<file path="src/rtl/rpn_pkg.sv">
// Shared definitions for the RPN stack master.
// Holds the operator opcodes, the sequencer state encoding and the ALU
// function used by rpn_alu. No ports; imported by the other files.
package rpn_pkg;

  // Widest operand the shared ALU function handles; callers truncate the
  // result back to their own WIDTH. ADD/SUB wrap correctly because the low
  // bits of a wider add/subtract equal the narrow modulo result.
  localparam int ALU_MAX_W = 64;

  localparam logic [2:0] OP_ADD  = 3'd0;
  localparam logic [2:0] OP_SUB  = 3'd1;
  localparam logic [2:0] OP_AND  = 3'd2;
  localparam logic [2:0] OP_OR   = 3'd3;
  localparam logic [2:0] OP_XOR  = 3'd4;
  localparam logic [2:0] OP_DUP  = 3'd5;
  localparam logic [2:0] OP_DROP = 3'd6;
  localparam logic [2:0] OP_PEEK = 3'd7;

  typedef enum logic [2:0] {
    ST_IDLE = 3'd0,
    ST_PUSH = 3'd1,
    ST_POPB = 3'd2,
    ST_POPA = 3'd3,
    ST_CAPA = 3'd4,
    ST_TOP  = 3'd5,
    ST_CAPT = 3'd6,
    ST_EMIT = 3'd7
  } state_t;

  // Binary operators only; a is the deeper stack entry, so SUB is a - b.
  // Non-binary opcodes return zero.
  function automatic logic [ALU_MAX_W-1:0] alu_op(
    input logic [2:0]           op,
    input logic [ALU_MAX_W-1:0] a,
    input logic [ALU_MAX_W-1:0] b
  );
    logic [ALU_MAX_W-1:0] r;
    r = '0;
    case (op)
      OP_ADD:  r = a + b;
      OP_SUB:  r = a - b;
      OP_AND:  r = a & b;
      OP_OR:   r = a | b;
      OP_XOR:  r = a ^ b;
      default: r = '0;
    endcase
    return r;
  endfunction

endpackage

</file>
<file path="src/rtl/rpn_alu.sv">
// Combinational ALU for the RPN stack master.
// Ports:
//   opcode - operator code (ADD/SUB/AND/OR/XOR meaningful)
//   a      - deeper operand (first pushed)
//   b      - top-of-stack operand
//   result - a op b, modulo 2^WIDTH
import rpn_pkg::*;

module rpn_alu #(
  parameter int WIDTH = 8
) (
  input  logic [2:0]       opcode,
  input  logic [WIDTH-1:0] a,
  input  logic [WIDTH-1:0] b,
  output logic [WIDTH-1:0] result
);

  always_comb begin
    result = WIDTH'(alu_op(opcode, ALU_MAX_W'(a), ALU_MAX_W'(b)));
  end

endmodule

</file>
<file path="src/rtl/rpn_stack_master.sv">
// RPN stack master: accepts operand/operator tokens over a valid/ready
// handshake and drives one external hardware stack, one command per cycle.
// Ports:
//   Clk, Reset                  - clock, synchronous active-high reset
//   TokValid/TokReady           - token handshake
//   TokIsOp, TokOp, TokData     - token contents
//   Result, ResultValid         - last ALU/DUP/PEEK result and its pulse
//   TokErr                      - pulse: token rejected (illegal for Count)
//   StkErrSticky                - latched StkError, cleared by Reset
//   Count                       - shadow entry count, 0..DEPTH
//   StkPush/StkPop/StkTop       - stack commands
//   StkEnable, StkDataIn        - stack enable and push data
//   StkDataOut                  - stack read data, valid cycle after Pop/Top
//   StkFull/StkEmpty/StkError   - stack status
import rpn_pkg::*;

module rpn_stack_master #(
  parameter int WIDTH        = 8,
  parameter int ADDRESS_BITS = 10
) (
  input  logic                    Clk,
  input  logic                    Reset,
  input  logic                    TokValid,
  output logic                    TokReady,
  input  logic                    TokIsOp,
  input  logic [2:0]              TokOp,
  input  logic [WIDTH-1:0]        TokData,
  output logic [WIDTH-1:0]        Result,
  output logic                    ResultValid,
  output logic                    TokErr,
  output logic                    StkErrSticky,
  output logic [ADDRESS_BITS:0]   Count,
  output logic                    StkPush,
  output logic                    StkPop,
  output logic                    StkTop,
  output logic                    StkEnable,
  output logic [WIDTH-1:0]        StkDataIn,
  input  logic [WIDTH-1:0]        StkDataOut,
  input  logic                    StkFull,
  input  logic                    StkEmpty,
  input  logic                    StkError
);

  localparam int DEPTH = 1 << ADDRESS_BITS;
  localparam logic [ADDRESS_BITS:0] CNT_DEPTH = (ADDRESS_BITS+1)'(DEPTH);
  localparam logic [ADDRESS_BITS:0] CNT_ONE   = (ADDRESS_BITS+1)'(1);
  localparam logic [ADDRESS_BITS:0] CNT_TWO   = (ADDRESS_BITS+1)'(2);

  state_t state, state_next;

  logic [ADDRESS_BITS:0] count;
  logic [2:0]            op_reg;
  logic [WIDTH-1:0]      b_reg;
  logic [WIDTH-1:0]      res_reg;
  logic [WIDTH-1:0]      push_data;
  logic                  push_is_result;
  logic                  tok_err_reg;
  logic                  sticky;
  logic                  accept;
  logic                  legal;
  logic [WIDTH-1:0]      alu_result;

  // Legality is judged against the shadow count, never StkFull/StkEmpty,
  // so the status inputs are intentionally left unread.
  logic unused_status;
  assign unused_status = StkFull | StkEmpty;

  assign accept = TokValid && (state == ST_IDLE);

  // The top of stack is B (popped first), the entry below it is A.
  rpn_alu #(.WIDTH(WIDTH)) u_alu (
    .opcode (op_reg),
    .a      (StkDataOut),
    .b      (b_reg),
    .result (alu_result)
  );

  always_comb begin
    legal = 1'b0;
    if (!TokIsOp) begin
      legal = (count < CNT_DEPTH);
    end else begin
      case (TokOp)
        OP_ADD, OP_SUB, OP_AND, OP_OR, OP_XOR: legal = (count >= CNT_TWO);
        OP_DUP:  legal = (count != '0) && (count < CNT_DEPTH);
        default: legal = (count != '0);
      endcase
    end
  end

  always_ff @(posedge Clk) begin
    if (Reset) begin
      state <= ST_IDLE;
    end else begin
      state <= state_next;
    end
  end

  always_comb begin
    state_next = state;
    case (state)
      ST_IDLE: begin
        if (accept && legal) begin
          if (!TokIsOp) begin
            state_next = ST_PUSH;
          end else if (TokOp == OP_DUP || TokOp == OP_PEEK) begin
            state_next = ST_TOP;
          end else begin
            state_next = ST_POPB;
          end
        end
      end
      ST_POPB: state_next = (op_reg == OP_DROP) ? ST_IDLE : ST_POPA;
      ST_POPA: state_next = ST_CAPA;
      ST_CAPA: state_next = ST_PUSH;
      ST_PUSH: state_next = ST_IDLE;
      ST_TOP:  state_next = ST_CAPT;
      ST_CAPT: state_next = (op_reg == OP_PEEK) ? ST_EMIT : ST_PUSH;
      ST_EMIT: state_next = ST_IDLE;
      default: state_next = ST_IDLE;
    endcase
  end

  // Outputs decode only the state register and datapath registers. Commands
  // are also held off while Reset is high so the stack sees nothing partial.
  always_comb begin
    TokReady    = (state == ST_IDLE);
    StkPush     = 1'b0;
    StkPop      = 1'b0;
    StkTop      = 1'b0;
    StkDataIn   = '0;
    ResultValid = 1'b0;
    if (!Reset) begin
      case (state)
        ST_PUSH: begin
          StkPush     = 1'b1;
          StkDataIn   = push_data;
          ResultValid = push_is_result;
        end
        ST_POPB, ST_POPA: StkPop      = 1'b1;
        ST_TOP:           StkTop      = 1'b1;
        ST_EMIT:          ResultValid = 1'b1;
        default: ;
      endcase
    end
  end

  assign StkEnable    = !Reset;
  assign Result       = res_reg;
  assign TokErr       = tok_err_reg;
  assign StkErrSticky = sticky;
  assign Count        = count;

  // Count moves at acceptance so the next token is judged against the
  // post-command depth even while the current command is still in flight.
  always_ff @(posedge Clk) begin
    if (Reset) begin
      count          <= '0;
      op_reg         <= OP_ADD;
      b_reg          <= '0;
      res_reg        <= '0;
      push_data      <= '0;
      push_is_result <= 1'b0;
      tok_err_reg    <= 1'b0;
      sticky         <= 1'b0;
    end else begin
      tok_err_reg <= 1'b0;
      if (StkError) begin
        sticky <= 1'b1;
      end
      if (accept) begin
        if (legal) begin
          op_reg         <= TokOp;
          push_data      <= TokData;
          push_is_result <= TokIsOp;
          if (!TokIsOp) begin
            count <= count + CNT_ONE;
          end else begin
            case (TokOp)
              OP_DUP:  count <= count + CNT_ONE;
              OP_PEEK: count <= count;
              default: count <= count - CNT_ONE;
            endcase
          end
        end else begin
          tok_err_reg <= 1'b1;
        end
      end
      case (state)
        ST_POPA: b_reg <= StkDataOut;
        ST_CAPA: begin
          res_reg   <= alu_result;
          push_data <= alu_result;
        end
        ST_CAPT: begin
          res_reg   <= StkDataOut;
          push_data <= StkDataOut;
        end
        default: ;
      endcase
    end
  end

endmodule

</file>
<file path="config.mk">
export PLATFORM = sky130hd
export DESIGN_NAME = rpn_stack_master
export DESIGN_NICKNAME = d
export VERILOG_FILES = /design/src/rtl/rpn_pkg.sv /design/src/rtl/rpn_alu.sv /design/src/rtl/rpn_stack_master.sv
export SDC_FILE = /design/constraint.sdc
export NUM_CORES = 1
export LEC_CHECK = 0
export ABC_AREA = 1
export BUFFER_PORTS_ARGS = -buffer_cell sky130_fd_sc_hd__buf_2
export CAP_MARGIN = 10
export CORE_AREA = 2 2 124 78
export CTS_BUF_LIST = sky130_fd_sc_hd__clkbuf_16
export DETAILED_ROUTE_END_ITERATION = 7
export DIE_AREA = 0 0 126 80
export GPL_TIMING_DRIVEN = 0
export PLACE_DENSITY_LB_ADDON = 0.05
export SLEW_MARGIN = 25
export SYNTH_ARGS = -nofsm -noshare
export SYNTH_HDL_FRONTEND = slang
export SYNTH_SLANG_ARGS = --single-unit
</file>
<file path="constraint.sdc">
create_clock -name Clk -period 5.4 [get_ports Clk]
set_input_delay 0.81 -clock Clk [delete_from_list [all_inputs] [get_ports Clk]]
set_output_delay 0.81 -clock Clk [all_outputs]
set_load 0.01 [all_outputs]
</file>
==> summary.md, run 1 <==
| Metric | Value |
|---|---|
| Outcome | finished clean |
| Buf/Inv on CP | 4 |
| # DRC | 0 |
| Kind of critical path | input port to output pin |
| Io pins | 61 |
| Max Cap Viol | 0 |
| Vias in the first global route | 3247 |
| Pwr Density | 485 nW/µm² |
| Clock Latency Late Sink | 290 ps |
| F_max | 335 MHz |
| Die footprint | 10100 µm² |
| Ys async rst share | 0% |
| Vias | 3554 |
| Final wirelength | 10800 µm |
| CP Capture Type | output pin |
| Share of post-route cells with drive strength above 1 | 15.4% |
| Max Slew Vio Count | 0 |
| Number of vias per cell | 5.12 |
| CTS tree | done |
| Max incr delay on CP | 510 ps |
| Final Cell Area | 3880 µm² |
| Post-synth top area cell | dfxtp_1 |
| FILL cells | 970 |
| Post-Syn Area | 3310 µm² |
| Synth Flop Type | dfxtp_1 |
| Register area share after synthesis | 26.6% |
| Synth area leaders | dfxtp_1, nand2_1, ha_1, inv_1, nand3_1 |
| Dpl hpwl | 8450 µm |
| CP Max Fanout | 10 |
| Core Rows | 27 |
| Comb pwr share | 57.3% |
| Hold slack | 474 ps |
| Hold Crit Depth | 2 |
| Final period util | 55.3% |
| Hold endpoint | StkErrSticky |
| Number of synthesized flops with an enable pin | 0 |
| Worst R2R Setup Slack | 2630 ps |
| Initial antenna violation count | 0 |
| Die Ht | 80 µm |
| Drt pass-1 iters | 4 |
| Core area | 8920 µm² |
| Clock Skew | 3.78 ps |
| Int Power | 953 µW |
| Actual slew at the worst max-slew pin | 765 ps |
| DRT iter0 DRCs | 239 |
| Worst hold path type | register to register |
| Crit path launch type | input port |
| CTS clock-pin slew for the worst setup and hold paths | 60 ps |
| Post-CTS Resized | 0 |
| P_leak | 1.96 nW |
| Max Buffers Root-to-Sink | 2 |
| Reg2Reg Launch Point | b_reg[0] |
| Net Sw Power | 929 µW |
| VDD IR-drop max | 0.000134 V |
| Area delta synth->final | 17.3% |
| Minimum clock period | 2990 ps |
| Hold Fails Final Rpt | 0 |
| Initial core utilization | 37.1% |
| Global-route usage over all layers | 22.3% |
| Slowest-stage cell, CP | clkbuf_1 |
| Syn Nets | 567 |
| RePlAce Congestion | 0.926 |
| Port Buffer Count | 58 |
| CP top delay family | buffers and inverters |
| Setup TNS | 0 ps |
| Max reg flops | 11 |
| Reg-to-reg endpoint | push_data[7] |
| YS warnings | 0 |
| RSZ-0062 raised after global routing | false |
| Commonest cells in the netlist | nand2_1, inv_1, nor2_1, dfxtp_1, nand3_1 |
| Total gr overflow | 0 |
| Clock Power Share | 16.0% |
| CTS Buf Count | 5 |
| Final setup viols | 0 |
| Sink Count | 44 |
| Unique cell type count in the Yosys netlist | 35 |
| Wire per inst | 15.6 µm |
| Synth Register Bits | 44 |
| Worst Hold Launch | StkErrSticky |
| Placement-stage cell area | 3750 µm² |
| Area of the multi-input gates | 2110 µm² |
| Clock Tree Root | clkbuf_16 |
| Top-area cell type share of the netlist area | 26.6% |
| CTS H-tree lvls | 2 |
| Relative slew slack | 48.7% |
| Final nets | 632 |
| DIE WIDTH | 126 µm |
| Worst R2R Path Depth | 19 |
| Seq. cell area | 881 µm² |
| First-pass GRT wire length | 17400 µm |
| Net Sw Frac | 49.4% |
| Largest net degree at the start of global routing | 13 |
| Arr. time, crit path | 2180 ps |
| # diodes | 0 |
| Reg power frac | 26.7% |
| CTS Hold Bufs | 0 |
| Routed Antenna Nets | 0 |
| Worst path required time | 4590 ps |
| Syn avg cell area | 6.47 µm² |
| Postcts setup bufs | 0 |
| Top-count cell post-synth | nand2_1 |
| Cells after Synth | 512 |
| CP Cell Sequence | buf_2, clkbuf_1, clkbuf_1, nor2_1, buf_2 |
==> metal layers <==
metal / routed length (µm) / vias up / track usage [%]
li1: - / 1795 / -
met1: 6190 / 1611 / 36.6
met2: 3650 / 141 / 28.2
met3: 896 / 7 / 5.23
met4: 63 / 0 / 3.96
met5: 0 / - / 0
==> worst register-to-register path, cell delays in order (launching register included) <==
cell and delay [ps]:
dfxtp_1 370, inv_1 100, ha_1 210, inv_1 70, nor3_1 80, or2_2 320, xor2_1 150, ha_1 330
nand2_1 160, nand2_1 70, nand2_1 70, nand2_1 50, a21oi_1 150, nand3_1 90, nand3_1 70, nand2_1 70
nand2_1 90, nand2_1 60, nor2_1 90, nor2_1 40
==> area by class of cell <==
cell class              instances  share of cell area (%)
multi-input cells             385                    54.3
plain buffers                  10                    1.19
flip-flops and latches         44                    22.7
well taps                     116                    3.74
clock buffers                   5                    3.22
inverters                      73                    7.06
repair buffers                 58                    7.48
clock inverters                 3                   0.290
==> power groups by stage <==
| stage | clock network [mW] | logic, mW | registers [mW] |
|---|---|---|---|
| global route | 0.320 | 1.22 | 0.518 |
| detailed placement | 0 | 1.06 | 0.506 |
| global placement | 0 | 1.04 | 0.506 |
| finish | 0.300 | 1.08 | 0.503 |
| floorplan | 0 | 0.761 | 0.502 |
| CTS | 0.307 | 1.06 | 0.501 |
==> worst max path at each step <==
stage                  start           end  slack, ps  cells past startpoint
floorplan           b_reg[0]  push_data[6]       3020                     17
global placement       Reset        StkTop       2380                      5
detailed placement     Reset        StkTop       2380                      5
CTS                    Reset        StkTop       2380                      5
global route           Reset   ResultValid       2240                      5
finish                 Reset        StkTop       2410                      5
==> per-stage QoR <==
stage          total power [mW]  setup WS, ps  std cells  util (%)
2_1_floorplan              1.26          3020        512         -
3_5_place_dp               1.56          2380        686      42.0
6_report                   1.88          2410        694      43.5
5_1_grt                    2.06          2240        694      43.5
4_1_cts                    1.87          2380        694      43.5
3_3_place_gp               1.55          2380        686      42.0
==> cell usage in the layout, fill, tap and decap left out, types with 2 or more instances in the layout <==
| cell | netlist | layout |
|---|---|---|
| nand2_1 | 128 | 128 |
| inv_1 | 69 | 71 |
| buf_2 | 4 | 62 |
| nor2_1 | 54 | 54 |
| dfxtp_1 | 44 | 44 |
| nand3_1 | 43 | 43 |
| a21oi_1 | 28 | 28 |
| ha_1 | 28 | 28 |
| o21ai_0 | 19 | 19 |
| o21ai_1 | 13 | 13 |
| nor3_1 | 11 | 11 |
| xor2_1 | 11 | 11 |
| nand4_1 | 10 | 10 |
| a31oi_1 | 8 | 8 |
| or2_2 | 6 | 6 |
| clkbuf_1 | 5 | 5 |
| clkbuf_16 | 0 | 5 |
| xnor2_1 | 4 | 4 |
| inv_2 | 3 | 3 |
| a221oi_1 | 3 | 3 |
| clkinv_1 | 1 | 2 |
| nor2_4 | 2 | 2 |
| nor2_2 | 2 | 2 |
| nand2_2 | 2 | 2 |
| nand2_4 | 2 | 2 |
| o211ai_1 | 2 | 2 |
==> cells by family (layout without fill, tap and decap cells) <==
group / after synthesis / count (layout) / share of synthesized area (%)
AO/OA/AOI/OAI: 77 / 77 / 13.3
XOR/XNOR: 15 / 15 / 3.97
adder cells (fa/ha/maj): 29 / 29 / 11.2
buffers and inverters: 83 / 149 / 9.68
flip-flops: 44 / 44 / 26.6
AND/OR/NAND/NOR: 264 / 264 / 35.2
Note: power is estimated with default switching activity, not from simulation.
==> run 2, diff against run 1 <==
clock period = 2.7 ns   (was 5.4 ns; I/O delays follow)
==> summary.md, run 2 (synthesized netlist as in run 1, its figures left out) <==
| Metric | Value |
|---|---|
| Outcome | finished clean |
| Number of vias per cell | 5.12 |
| Most frequent cells in the layout | nand2_1, inv_1, buf_2 |
| Global-route usage over all layers | 22.3% |
| Final nets | 633 |
| Worst hold path type | input port to register |
| CTS Hold Bufs | 0 |
| CTS H-tree lvls | 2 |
| Max reg flops | 11 |
| Net Sw Frac | 49.4% |
| Most common cell after layout, fill and taps aside | nand2_1 |
| Sink Count | 44 |
| Max Cap Viol | 0 |
| Vias in the first global route | 3245 |
| First-pass GRT wire length | 17400 µm |
| Reg power frac | 26.6% |
| Int Power | 1.94 mW |
| Kind of critical path | register to register |
| Clock Skew | 3.84 ps |
| Max incr delay on CP | 360 ps |
| CP Capture Type | register |
| RePlAce Congestion | 0.926 |
| VDD IR-drop max | 0.000267 V |
| # diodes | 0 |
| DIE WIDTH | 126 µm |
| Hold Fails Final Rpt | 0 |
| Clock Tree Root | clkbuf_16 |
| P_leak | 1.97 nW |
| Setup TNS | 0 ps |
| Relative slew slack | 48.6% |
| Initial antenna violation count | 0 |
| Actual slew at the worst max-slew pin | 767 ps |
| CTS clock-pin slew for the worst setup and hold paths | 60 ps |
| Routed Antenna Nets | 0 |
| Initial core utilization | 37.1% |
| # DRC | 0 |
| Drt pass-1 iters | 4 |
| Reg2Reg Launch Point | b_reg[0] |
| Port Buffer Count | 58 |
| Final setup viols | 0 |
| Stages on worst setup path | 17 |
| Area delta synth->final | 19.0% |
| CP top delay family | simple AND/OR/NAND/NOR gates |
| Pre-CTS WS | -14.2 ps |
| CP Cell Sequence | inv_2, ha_1, inv_2, nor3_4, or2_4, xor2_1, ha_1, nand2_1, or2_2, nand4_1, nand2_1, nand2_1, nand2_1, nand2_1, nand2_1, nor2_2, nor2_1 |
| Worst R2R Path Depth | 17 |
| Hold endpoint | StkErrSticky |
| Hold Crit Depth | 3 |
| Pwr Density | 972 nW/µm² |
| Final period util | 95.1% |
| Max Slew Vio Count | 0 |
| Final wirelength | 10800 µm |
| Net Sw Power | 1.89 mW |
| Die Ht | 80 µm |
| Slowest-stage cell, CP | dfxtp_2 |
| Core Rows | 27 |
| Clock Latency Late Sink | 290 ps |
| F_max | 390 MHz |
| Crit path launch type | register |
| Wire per inst | 15.6 µm |
| Reg-to-reg endpoint | push_data[6] |
| Core area | 8920 µm² |
| CTS Buf Count | 5 |
| Die footprint | 10100 µm² |
| Post-route setup slack | 133 ps |
| DRT iter0 DRCs | 207 |
| Total gr overflow | 0 |
| Vias | 3558 |
| RSZ-0062 raised after global routing | true |
| Max Buffers Root-to-Sink | 2 |
| Dpl hpwl | 8450 µm |
| Arr. time, crit path | 2750 ps |
| Worst Hold Launch | StkError |
| Clock Power Share | 15.8% |
| Placement-stage cell area | 3750 µm² |
| Final Cell Area | 3940 µm² |
| Buf/Inv on CP | 2 |
| Worst path required time | 2880 ps |
| Inst Count DP | 686 |
| CP Max Fanout | 5 |
| Cell Count, Final, Fillers Out | 695 |
| Comb pwr share | 57.7% |
| Share of post-route cells with drive strength above 1 | 18.5% |
| CTS tree | done |
| CP most frequent cell | nand2_1 |
| Largest net degree at the start of global routing | 13 |
| Io pins | 61 |
| Minimum clock period | 2570 ps |
| Worst R2R Setup Slack | 130 ps |
run 2: power by group through the flow:
stage	clock (mW)	sequential, mW	combinational, mW
6_report	0.603	1.02	2.21
5_1_grt	0.640	1.04	2.50
3_5_place_dp	0	1.01	2.11
3_3_place_gp	0	1.01	2.09
4_1_cts	0.613	1.00	2.13
2_1_floorplan	0	1.00	1.52
run 2: worst max path at each step:
stage / start / end / slack (ps)
after floorplan: b_reg[0] / push_data[6] / 320
after global placement: op_reg[2] / push_data[4] / 10
after detailed placement: b_reg[0] / push_data[7] / -10
after CTS: b_reg[0] / push_data[7] / 9
after global routing: b_reg[0] / push_data[7] / -80
final: b_reg[0] / push_data[6] / 130
run 2: layout make-up:
class / count / area [µm²]
repair buffers: 59 / 298
clock buffers: 5 / 125
multi-input cells: 385 / 2150
plain buffers: 10 / 46.3
clock inverters: 3 / 11.3
flip-flops and latches: 44 / 887
fillers: 974 / 4980
inverters: 73 / 274
well taps: 116 / 145
run 2: worst reg2reg max path: stages (launching register included):
cell     delay [ps]
dfxtp_2         360
inv_2            60
ha_1            200
inv_2            80
nor3_4           50
or2_4           260
xor2_1          140
ha_1            360
nand2_1          90
or2_2           320
nand4_1          80
nand2_1          60
nand2_1          60
nand2_1          70
nand2_1          90
nand2_1          80
nor2_2           80
nor2_1           40
run 2: through the flow:
stage / hold WS [ps] / power (mW) / utilization [%]
6_report: 320 / 3.83 / 44.2
5_1_grt: 336 / 4.19 / 44.2
4_1_cts: 316 / 3.74 / 43.6
3_5_place_dp: 461 / 3.12 / 42.0
3_3_place_gp: 450 / 3.10 / 42.0
2_1_floorplan: 441 / 2.53 / -
run 2: layer usage:
metal	track usage, %	share of wire (%)	routed length, µm
met3	5.23	7.7	829
met2	28.1	34	3660
met5	0	0	0
met1	36.6	58	6270
met4	3.96	0.58	63
run 2: timing repair:
| action | 4_1_cts | 5_1_grt |
|---|---|---|
| buffers inserted | 0 | 1 |
| cloned | 0 | 0 |
| endpoints found under the setup margin | 2 | 10 |
| pin swaps | 0 | 5 |
| gates resized for setup | 2 | 18 |
==> run 3, diff against run 2 <==
PLACE_DENSITY = 0.71   (was unset)
PLACE_DENSITY_LB_ADDON = unset   (was 0.05)
==> summary.md, run 3 (synthesized netlist as in run 1, its figures left out) <==
| Metric | Value |
|---|---|
| Core Rows | 27 |
| Io pins | 61 |
| Reg-to-reg endpoint | push_data[7] |
| CP Max Fanout | 10 |
| Hold Fails Final Rpt | 0 |
| Clock Tree Root | clkbuf_16 |
| Setup TNS | 0 ps |
| Worst R2R Setup Slack | 190 ps |
| CP top delay family | simple AND/OR/NAND/NOR gates |
| Number of vias per cell | 5.22 |
| Minimum clock period | 2510 ps |
| # DRC | 0 |
| Die footprint | 10100 µm² |
| CP most frequent cell | nand2_2 |
| Routed Antenna Nets | 0 |
| Pre-CTS WS | -2.38 ps |
| Hold Crit Depth | 3 |
| Share of post-route cells with drive strength above 1 | 18.5% |
| Max reg flops | 11 |
| CTS clock-pin slew for the worst setup and hold paths | 70 ps |
| P_leak | 1.97 nW |
| Hold slack | 317 ps |
| Final wirelength | 10100 µm |
| Global-route usage over all layers | 20.1% |
| Total gr overflow | 0 |
| RePlAce Congestion | 0.929 |
| Max incr delay on CP | 380 ps |
| Max Buffers Root-to-Sink | 2 |
| DIE WIDTH | 126 µm |
| Largest net degree at the start of global routing | 13 |
| Final period util | 93.1% |
| Core area | 8920 µm² |
| Vias in the first global route | 3265 |
| CP Capture Type | register |
| Worst R2R Path Depth | 18 |
| Worst hold path type | input port to register |
| Most common cell after layout, fill and taps aside | nand2_1 |
| CTS Hold Bufs | 0 |
| Buf/Inv on CP | 2 |
| Port Buffer Count | 58 |
| Dpl hpwl | 7870 µm |
| Wire per inst | 14.6 µm |
| Die Ht | 80 µm |
| Worst path required time | 2850 ps |
| Clock Latency Late Sink | 290 ps |
| Drt pass-1 iters | 5 |
| Kind of critical path | register to register |
| Final nets | 633 |
| F_max | 398 MHz |
| Arr. time, crit path | 2660 ps |
| CTS tree | done |
| Vias | 3630 |
| VDD IR-drop max | 0.000373 V |
| Max Slew Vio Count | 0 |
| Final setup viols | 0 |
| DRT iter0 DRCs | 371 |
| Slowest-stage cell, CP | dfxtp_2 |
| Stages on worst setup path | 18 |
| Sink Count | 44 |
| Area delta synth->final | 19.0% |
| RSZ-0062 raised after global routing | true |
| Crit path launch type | register |
| First-pass GRT wire length | 16200 µm |
| Outcome | finished clean |
| Actual slew at the worst max-slew pin | 587 ps |
| CP Cell Sequence | inv_1, nand3_4, inv_1, or2_4, xor2_1, ha_1, nand2_2, nand2_2, nand2_2, nand2_1, a21oi_2, nand3_1, nand3_1, nand2_1, nand2_2, nand2_1, nor2_1, nor2_1 |
| Most frequent cells in the layout | nand2_1, inv_1, buf_2 |
| Relative slew slack | 60.9% |
| Initial core utilization | 37.1% |
| Pwr Density | 960 nW/µm² |
| Reg2Reg Launch Point | op_reg[1] |
| Post-route setup slack | 188 ps |
| CTS H-tree lvls | 2 |
| Worst Hold Launch | StkError |
| Clock Skew | 7.50 ps |
| Hold endpoint | StkErrSticky |
| Max Cap Viol | 0 |
| CTS Buf Count | 5 |
| # diodes | 0 |
| Initial antenna violation count | 0 |
==> run 3: worst max path at each step <==
stage	startpoint	to	slack, ps
2_1_floorplan	b_reg[0]	push_data[6]	320
6_report	op_reg[1]	push_data[7]	190
3_3_place_gp	b_reg[0]	push_data[7]	80
5_1_grt	b_reg[0]	push_data[7]	-30
3_5_place_dp	b_reg[0]	push_data[7]	-2
4_1_cts	op_reg[1]	push_data[7]	10
==> run 3: area by class of cell <==
class	count	area (µm²)
Clock buffer	5	125
Buffer	10	46.3
Multi-Input combinational cell	385	2150
Inverter	73	274
Fill cell	941	4980
Tap cell	116	145
Timing Repair Buffer	59	298
Sequential cell	44	887
Clock inverter	3	11.3
==> run 3: power by group <==
part,internal [mW],switching [mW],leakage [nW]
Combinational,0.776,1.40,1.53
Sequential,0.827,0.190,0.360
Clock,0.334,0.255,0.0738
Total,1.94,1.85,1.97
==> run 3: through the flow <==
step           util, %  power [mW]  std cells  cell area, µm²
2_1_floorplan        -        2.53        512            3310
3_3_place_gp      42.0        3.02        686            3750
3_5_place_dp      42.0        3.08        686            3750
4_1_cts           43.5        3.68        694            3880
5_1_grt           44.2        4.11        695            3940
6_report          44.2        3.78        695            3940
==> run 3: worst reg2reg max path, stage by stage, from the launching register on <==
cell     delay (ps)
dfxtp_2         380
inv_1           100
nand3_4         150
inv_1           100
or2_4           230
xor2_1          150
ha_1            370
nand2_2         120
nand2_2          60
nand2_2          60
nand2_1          60
a21oi_2         110
nand3_1          80
nand3_1          90
nand2_1          70
nand2_2          70
nand2_1          60
nor2_1           90
nor2_1           50
==> run 3: timing repair <==
action / 4_1_cts / 5_1_grt
setup endpoints to repair: 1 / 10
setup buffers: 0 / 1
pin swaps: 0 / 4
gates resized for setup: 1 / 21
cloned: 0 / 0
==> run 3: routing by layer <==
| layer | track usage [%] | routed length, µm | vias to the layer above |
|---|---|---|---|
| li1 | - | - | 1795 |
| met1 | 30.5 | 5050 | 1642 |
| met2 | 29.1 | 4060 | 181 |
| met3 | 3.95 | 919 | 12 |
| met4 | 3.85 | 88 | 0 |
| met5 | 0 | 0 | - |
